$ cat src/rtl/run_ctrl_pkg.sv
// run_ctrl_pkg: shared state encoding and default constants for the run controller.
package run_ctrl_pkg;

    typedef enum logic [2:0] {IDLE, RST, RUN, DRAIN, DONE} run_state_t;

    localparam int RST_CYCLES_DEF = 4;
    localparam int DRAIN_DEF      = 2;
    localparam int CW_DEF         = 16;
    localparam int TMO_DEF        = 16'hFFFF;

    function automatic int max2(input int a, input int b);
        return a > b ? a : b;
    endfunction

endpackage

$ cat src/rtl/run_ctrl_phase_timer.sv
// phase_timer: loadable down-counter with a zero flag, timing the RST and DRAIN phases.
module phase_timer #(
    parameter int W = 4
) (
    input  logic         clk,
    input  logic         reset,
    input  logic         load_i,
    input  logic [W-1:0] val_i,
    output logic         zero_o
);

    logic [W-1:0] cnt_q, cnt_d;

    always_comb cnt_d = load_i ? val_i : (cnt_q == '0 ? cnt_q : cnt_q - 1'b1);

    always_ff @(posedge clk or negedge reset)
        if (!reset) cnt_q <= '0;
        else        cnt_q <= cnt_d;

    assign zero_o = cnt_q == '0;

endmodule

$ cat src/rtl/run_ctrl.sv
// run_ctrl: sequences core reset, run, drain and a four-phase done handshake for one run.
// Optional watchdog ends a run after TMO cycles when RUN_CTRL_WATCHDOG_EN is defined.
module run_ctrl
    import run_ctrl_pkg::*;
#(
    parameter int RST_CYCLES = RST_CYCLES_DEF,
    parameter int DRAIN      = DRAIN_DEF,
    parameter int CW         = CW_DEF,
    parameter int TMO        = TMO_DEF
) (
    input  logic          clk,
    input  logic          reset,
    input  logic          req,
    input  logic          core_done,
    output logic          core_reset,
    output logic          core_en,
    output logic          busy,
    output logic          done,
    output logic          timeout,
    output logic [CW-1:0] cycle_cnt
);

`ifdef RUN_CTRL_WATCHDOG_EN
    localparam bit WD_EN = 1'b1;
`else
    localparam bit WD_EN = 1'b0;
`endif

    localparam int TW       = $clog2(max2(RST_CYCLES, DRAIN) + 1);
    localparam int DRAIN_LD = DRAIN > 0 ? DRAIN - 1 : 0;

    run_state_t    state_q, state_d;
    logic [CW-1:0] cnt_q, cnt_d;
    logic          tmo_q, tmo_d;
    logic          core_reset_q, core_en_q, busy_q, done_q;
    logic          t_load, t_zero;
    logic [TW-1:0] t_val;

    phase_timer #(.W(TW)) u_timer (
        .clk    (clk),
        .reset  (reset),
        .load_i (t_load),
        .val_i  (t_val),
        .zero_o (t_zero)
    );

    always_comb begin
        state_d = state_q;
        cnt_d   = cnt_q;
        tmo_d   = tmo_q;
        t_load  = 1'b0;
        t_val   = TW'(RST_CYCLES - 1);
        case (state_q)
            IDLE: if (req) begin
                state_d = RST;
                cnt_d   = '0;
                tmo_d   = 1'b0;
                t_load  = 1'b1;
            end
            RST: if (t_zero) state_d = RUN;
            RUN: if (core_done) begin
                state_d = DRAIN == 0 ? DONE : run_ctrl_pkg::DRAIN;
                t_load  = 1'b1;
                t_val   = TW'(DRAIN_LD);
            end else if (WD_EN && cnt_q == CW'(TMO - 1)) begin
                state_d = DONE;
                cnt_d   = CW'(TMO);
                tmo_d   = 1'b1;
            end else if (cnt_q != '1) begin
                cnt_d   = cnt_q + 1'b1;
            end
            run_ctrl_pkg::DRAIN: if (t_zero) state_d = DONE;
            DONE: if (!req) state_d = IDLE;
            default: state_d = IDLE;
        endcase
    end

    // Outputs are decoded from the next state so they change on the same edge as the state.
    always_ff @(posedge clk or negedge reset)
        if (!reset) begin
            state_q      <= IDLE;
            cnt_q        <= '0;
            tmo_q        <= 1'b0;
            core_reset_q <= 1'b1;
            core_en_q    <= 1'b0;
            busy_q       <= 1'b0;
            done_q       <= 1'b0;
        end else begin
            state_q      <= state_d;
            cnt_q        <= cnt_d;
            tmo_q        <= tmo_d;
            core_reset_q <= state_d == IDLE || state_d == RST;
            core_en_q    <= state_d == RUN;
            busy_q       <= state_d == RST || state_d == RUN || state_d == run_ctrl_pkg::DRAIN;
            done_q       <= state_d == DONE;
        end

    assign core_reset = core_reset_q;
    assign core_en    = core_en_q;
    assign busy       = busy_q;
    assign done       = done_q;
    assign timeout    = tmo_q;
    assign cycle_cnt  = cnt_q;

endmodule

$ cat config.mk
export PLATFORM = sky130hd
export DESIGN_NAME = run_ctrl
export DESIGN_NICKNAME = d
export VERILOG_FILES = /design/src/rtl/run_ctrl_pkg.sv /design/src/rtl/run_ctrl_phase_timer.sv /design/src/rtl/run_ctrl.sv
export SDC_FILE = /design/constraint.sdc
export NUM_CORES = 1
export LEC_CHECK = 0
export ABC_AREA = 1
export CAP_MARGIN = 20
export CORE_MARGIN = 1
export CORE_UTILIZATION = 29
export CTS_CLUSTER_DIAMETER = 150
export DETAILED_ROUTE_END_ITERATION = 16
export GPL_TIMING_DRIVEN = 0
export PLACE_DENSITY = 0.57
export SETUP_SLACK_MARGIN = 0.1
export SLEW_MARGIN = 15
export SYNTH_ARGS = -nofsm -noshare
export SYNTH_HDL_FRONTEND = slang
export SYNTH_SLANG_ARGS = --single-unit
$ cat constraint.sdc
create_clock -name clk -period 4.8 [get_ports clk]
set_input_delay 0.96 -clock clk [delete_from_list [all_inputs] [get_ports clk]]
set_output_delay 0.96 -clock clk [all_outputs]
set_load 0.01 [all_outputs]
======== After elaboration in Yosys (flattened, before gate mapping) ========
Cells that the tools add are included.
cells by class
  $add $sub $neg .......................... 2
  multipliers ............................. 0
  divide/modulo/power cells ............... 0
  magnitude comparators ................... 0
  eq/ne operators ......................... 13
  shift operators ......................... 0
  muxes and demuxes ....................... 17
  bitwise operators ....................... 0
  reductions and logical operators ........ 8
operators by type and width
  operator                                             count
  2-to-1 mux 16 bit                                    3
  case mux 16 bit (2 select lines)                     1
  2-to-1 mux 3 bit                                     7
  adder 16 x 1 -> 16 bit, second input constant        1
  != test 16 bit, second input constant                1
  case mux 3 bit (5 select lines)                      1
  equality test 3 x 2 -> 1 bit, second input constant  4
  logical NOT 3 bit                                    3
  equality test 3 x 1 -> 1 bit, second input constant  2
  equality test 3 bit, second input constant           2
  != test 2 bit, second input constant                 3
  2-to-1 mux 2 bit                                     2
  AND reduction 4 bit                                  1
  logical OR 1 bit                                     3
  subtractor 3 x 1 -> 3 bit, second input constant     1
  2-to-1 mux 1 bit                                     2
  != test 2 x 1 -> 1 bit, second input constant        1
  case mux 1 bit (2 select lines)                      1
  nonzero test 2 bit                                   1
word-level totals
  register bits ........................... 26
  bits in latches ......................... 0
  bits in writable memories ............... 0
  ROM bits ................................ 0
  bits of input ports ..................... 4
  output and inout port bits .............. 21
  memories ................................ 0

======== Longest topological paths before layout ========
  depth after elaboration ................. 6
  gate-level depth with buffers ........... 10

======== Cells and area by module ========
Synthesis repeated with hierarchy kept, for this count alone.
second synthesis, totals
  cells, all modules ...................... 230
  area total of the unflattened synthesis .. 1636.6 µm²
by module, submodules not included
  module       instances  cells an instance  area an instance (µm²)  seq. area each (µm²)
  run_ctrl     1          200                1428.9                  576.8
  phase_timer  1          30                 207.7                   75.1

======== Worst setup path after synthesis ========
Ideal clock, no wire load.
  path type ............................... input to register
  from .................................... input req
  to ...................................... register cnt_q[6] (netlist: cycle_cnt[6])
  library setup time ...................... 0.117 ns
  arrival time ............................ 1.638 ns
  data required time ...................... 4.683 ns
  setup slack ............................. 3.045 ns
  stages .................................. 6
  path buffers ............................ 1
  cells stage by stage .................... nand4_1 > nand2_4 > nand2_4 > buf_12 > nand2_1 > nand2_1
between the ends
  cells in the longest elaborated chain, start to end .. 2
ends and longest elaborated chain
  what                                  RTL line        source
  from (decl)                           run_ctrl.sv:13  input logic req,
  != test 2 bit (no source line)        --
  AND reduction 4 bit (no source line)  --
  to (signal assigned)                  run_ctrl.sv:90  cnt_q <= cnt_d;
  to (decl)                             run_ctrl.sv:33  logic [CW-1:0] cnt_q, cnt_d;
No other way between the ends.
A chain may end at the register's enable or synchronous reset.

======== Worst setup path in the final report ========
  from .................................... register cnt_q[0] (netlist: cycle_cnt[0])
  to ...................................... output cycle_cnt[0]
RTL lines
  what       RTL line        source
  to (decl)  run_ctrl.sv:20  output logic [CW-1:0] cycle_cnt
No word-level cell between the ends.

==> flow_summary.ini <==
[outcome]
status = completed

[pwr]
combPwrFrac_pct = 39.9
cellPowerDensity_mw_per_mm2 = 413
p_leak_nw = 0.841
netSwitchingPower_mw = 0.300
p_int_mw = 0.503
p_seq_share_pct = 36.8
sw_frac_of_total_pct = 37.3
power.total_mw = 0.802
p_clk_share_pct = 23.3
ir_drop_mv = 0.175

[synth]
synth-edff-count = 0
synth_warnings = 0
ys.flop_type = dfrtp_1
synthCells = 218
syn_area_mm2 = 0.00156
synth_commonest_cells = nand2_1 (77), nor2_1 (35), dfrtp_1 (25)
async_reset_ff_share_pct = 100
yosysTopAreaCell = dfrtp_1
synth_cell_type_count = 26
avgSynthCellArea_um2 = 7.15
yosys.area.top_type_share_pct = 40.1
synth_seq_cells = 26
yosysMostFrequentCell = nand2_1
synth_seq_area_share_pct = 41.8
syn_nets = 225
yosys-top-cells-area = dfrtp_1 (40%), nand2_1 (19%), nor2_1 (8.4%)

[detailed_routing]
drtAntennaViolNets = 0
drcViolationCount = 0
drt-pass1-iter-count = 5
detail_route.vias_per_cell = 4.47
wl_per_cell_um = 11.1
drtIter0Drc = 82
vias = 1409
routed_wl_mm = 3.49

[cts]
post-cts-setup-buffers = 0
htreeDepth = 1
clock-sinks = 26
path_clk_slew_ps = 100
numCtsBuffers = 3
holdBufCountCts = 0
root_buffer = clkbuf_8
clk_latency_ps = 270
cts_buffer_depth = 2
ctsResizeCount = 0
cts_tree = done

[critical_path]
cp-end-kind = output pin
required_ps = 3840
worstSetupStartpointType = flip-flop
worstSetupStartpoint = cycle_cnt[0]
crit_path_cell_trace = clkdlybuf4s50_1
cp_data_arrival_time_ps = 1320
r2r-end = cycle_cnt[15]
reg2reg_slack_ps = 2970
rr_startpoint = cycle_cnt[0]
cpPeakStageDelay_ps = 590
critical_path_depth = 1
rr_worst_depth = 8
critPathMaxFanout = 6
cp_top_family = buffers and inverters
slowest_stage = clkdlybuf4s50_1
crit_buf_inv = 1
crit_type = flip-flop to output pin

[flow_run]
cap_viol_max_count = 0

[hold_path]
min_path_cells = 2
holdPathEnd = u_timer.cnt_q[0]
min-delay-start = u_timer.cnt_q[0]
hold_class = flip-flop to flip-flop

[timing]
rsz0062_at_grt = no
timing.slew.headroom_pct = 58.4
period_share_pct = 47.5
fin_skew_ps = 3.69
tightest_slew_ps = 624
holdWs_ps = 526
drv_slew = 0
finalSetupTns_ps = 0
fmax_mhz = 439
setup_viol = 0
hold_violations = 0
fin_crit_ps = 2280

[floorplanning]
pin_count = 25
start_util_pct = 30.3
std_cell_rows = 26
dieHeight_um = 75.3
die_width_um = 75.3
die_area_mm2 = 0.00567
core_area_mm2 = 0.00514

[global_route]
grt_pass1_vias = 1306
antenna_found_initial = 0
overflow = 0
grt_pass1_wl_mm = 6.09
grt_max_degree = 27
grt_use_total_pct = 14.1

[layout]
final_area_mm2 = 0.00194
nets = 253
drive_above_1_share_pct = 6.94
area_growth_pct = 24.6
fillers = 572
diodes = 0

[placed_design]
io_buffers = 23
gp_congestion = 0.865
dpl-instance-area_mm2 = 0.00187
hpwl_mm = 2.55
state kept, by name, summed over array words and instances, names as in the netlist:
signal         count
busy               1
done               1
cycle_cnt         16
u_timer.cnt_q      3
state_q            3
core_en            1
core_reset         1
logic make-up after synthesis:
family	count (synthesis)	share of synthesized area [%]
compound gates	19	6.98
flops	26	41.8
fa+ha+maj	3	2.41
other cells	1	0.241
buf+inv	24	7.22
simple gates	142	39.6
xor+xnor	3	1.69
power by group through the flow:
stage	registers (mW)	logic [mW]	clock network, mW
after CTS	0.295	0.328	0.191
after detailed placement	0.300	0.327	0
after floorplan	0.305	0.218	0
after global routing	0.302	0.366	0.202
after global placement	0.299	0.324	0
final	0.295	0.320	0.187
worst max-delay path by stage:
stage                          to  slack [ps]
floorplan            cycle_cnt[6]        3050
global placement     cycle_cnt[6]        2240
detailed placement   cycle_cnt[6]        2240
CTS                  cycle_cnt[8]        2510
global route        cycle_cnt[14]        2400
finish               cycle_cnt[0]        2520
routing by layer:
layer | GRT usage (%) | vias up | part of all wire [%]
met5 | 0 | - | 0
met1 | 19.5 | 640 | 51
met2 | 23.8 | 25 | 45
li1 | - | 740 | -
met4 | 4.12 | 0 | 0.97
met3 | 1.19 | 4 | 3.5
stage by stage:
stage,instances,utilization [%],setup WS [ps]
after detailed placement,311,36.4,2240
after global routing,315,37.8,2400
final,315,37.8,2520
after CTS,315,37.8,2510
after global placement,311,36.5,2240
after floorplan,218,-,3050
layout by cell type, fill, tap and decap left out, types with 2 or more instances in the layout:
cell             instances
nand2_4                  2
o21ai_0                  4
xor2_1                   2
buf_2                    3
a21oi_1                 12
nand2_1                 77
nor2_4                   2
a31oi_1                  2
clkdlybuf4s50_1         22
nand3_1                 18
clkbuf_8                 3
ha_1                     3
nor2_1                  35
nand4_1                  2
inv_1                   19
nand3b_1                 2
dfrtp_1                 25
cell type report:
type                       count  area (µm²)  area share, %
buffer                         5        41.3           2.12
clock buffer                   3        41.3           2.12
clock inverter                 1        30.0           1.55
inverter                      19        71.3           3.67
multi-input combinational    168         795           40.9
sequential                    26         652           33.5
tap                           70        87.6           4.51
timing repair buffer          23         225           11.6
Power figures use the tool's default switching activity.
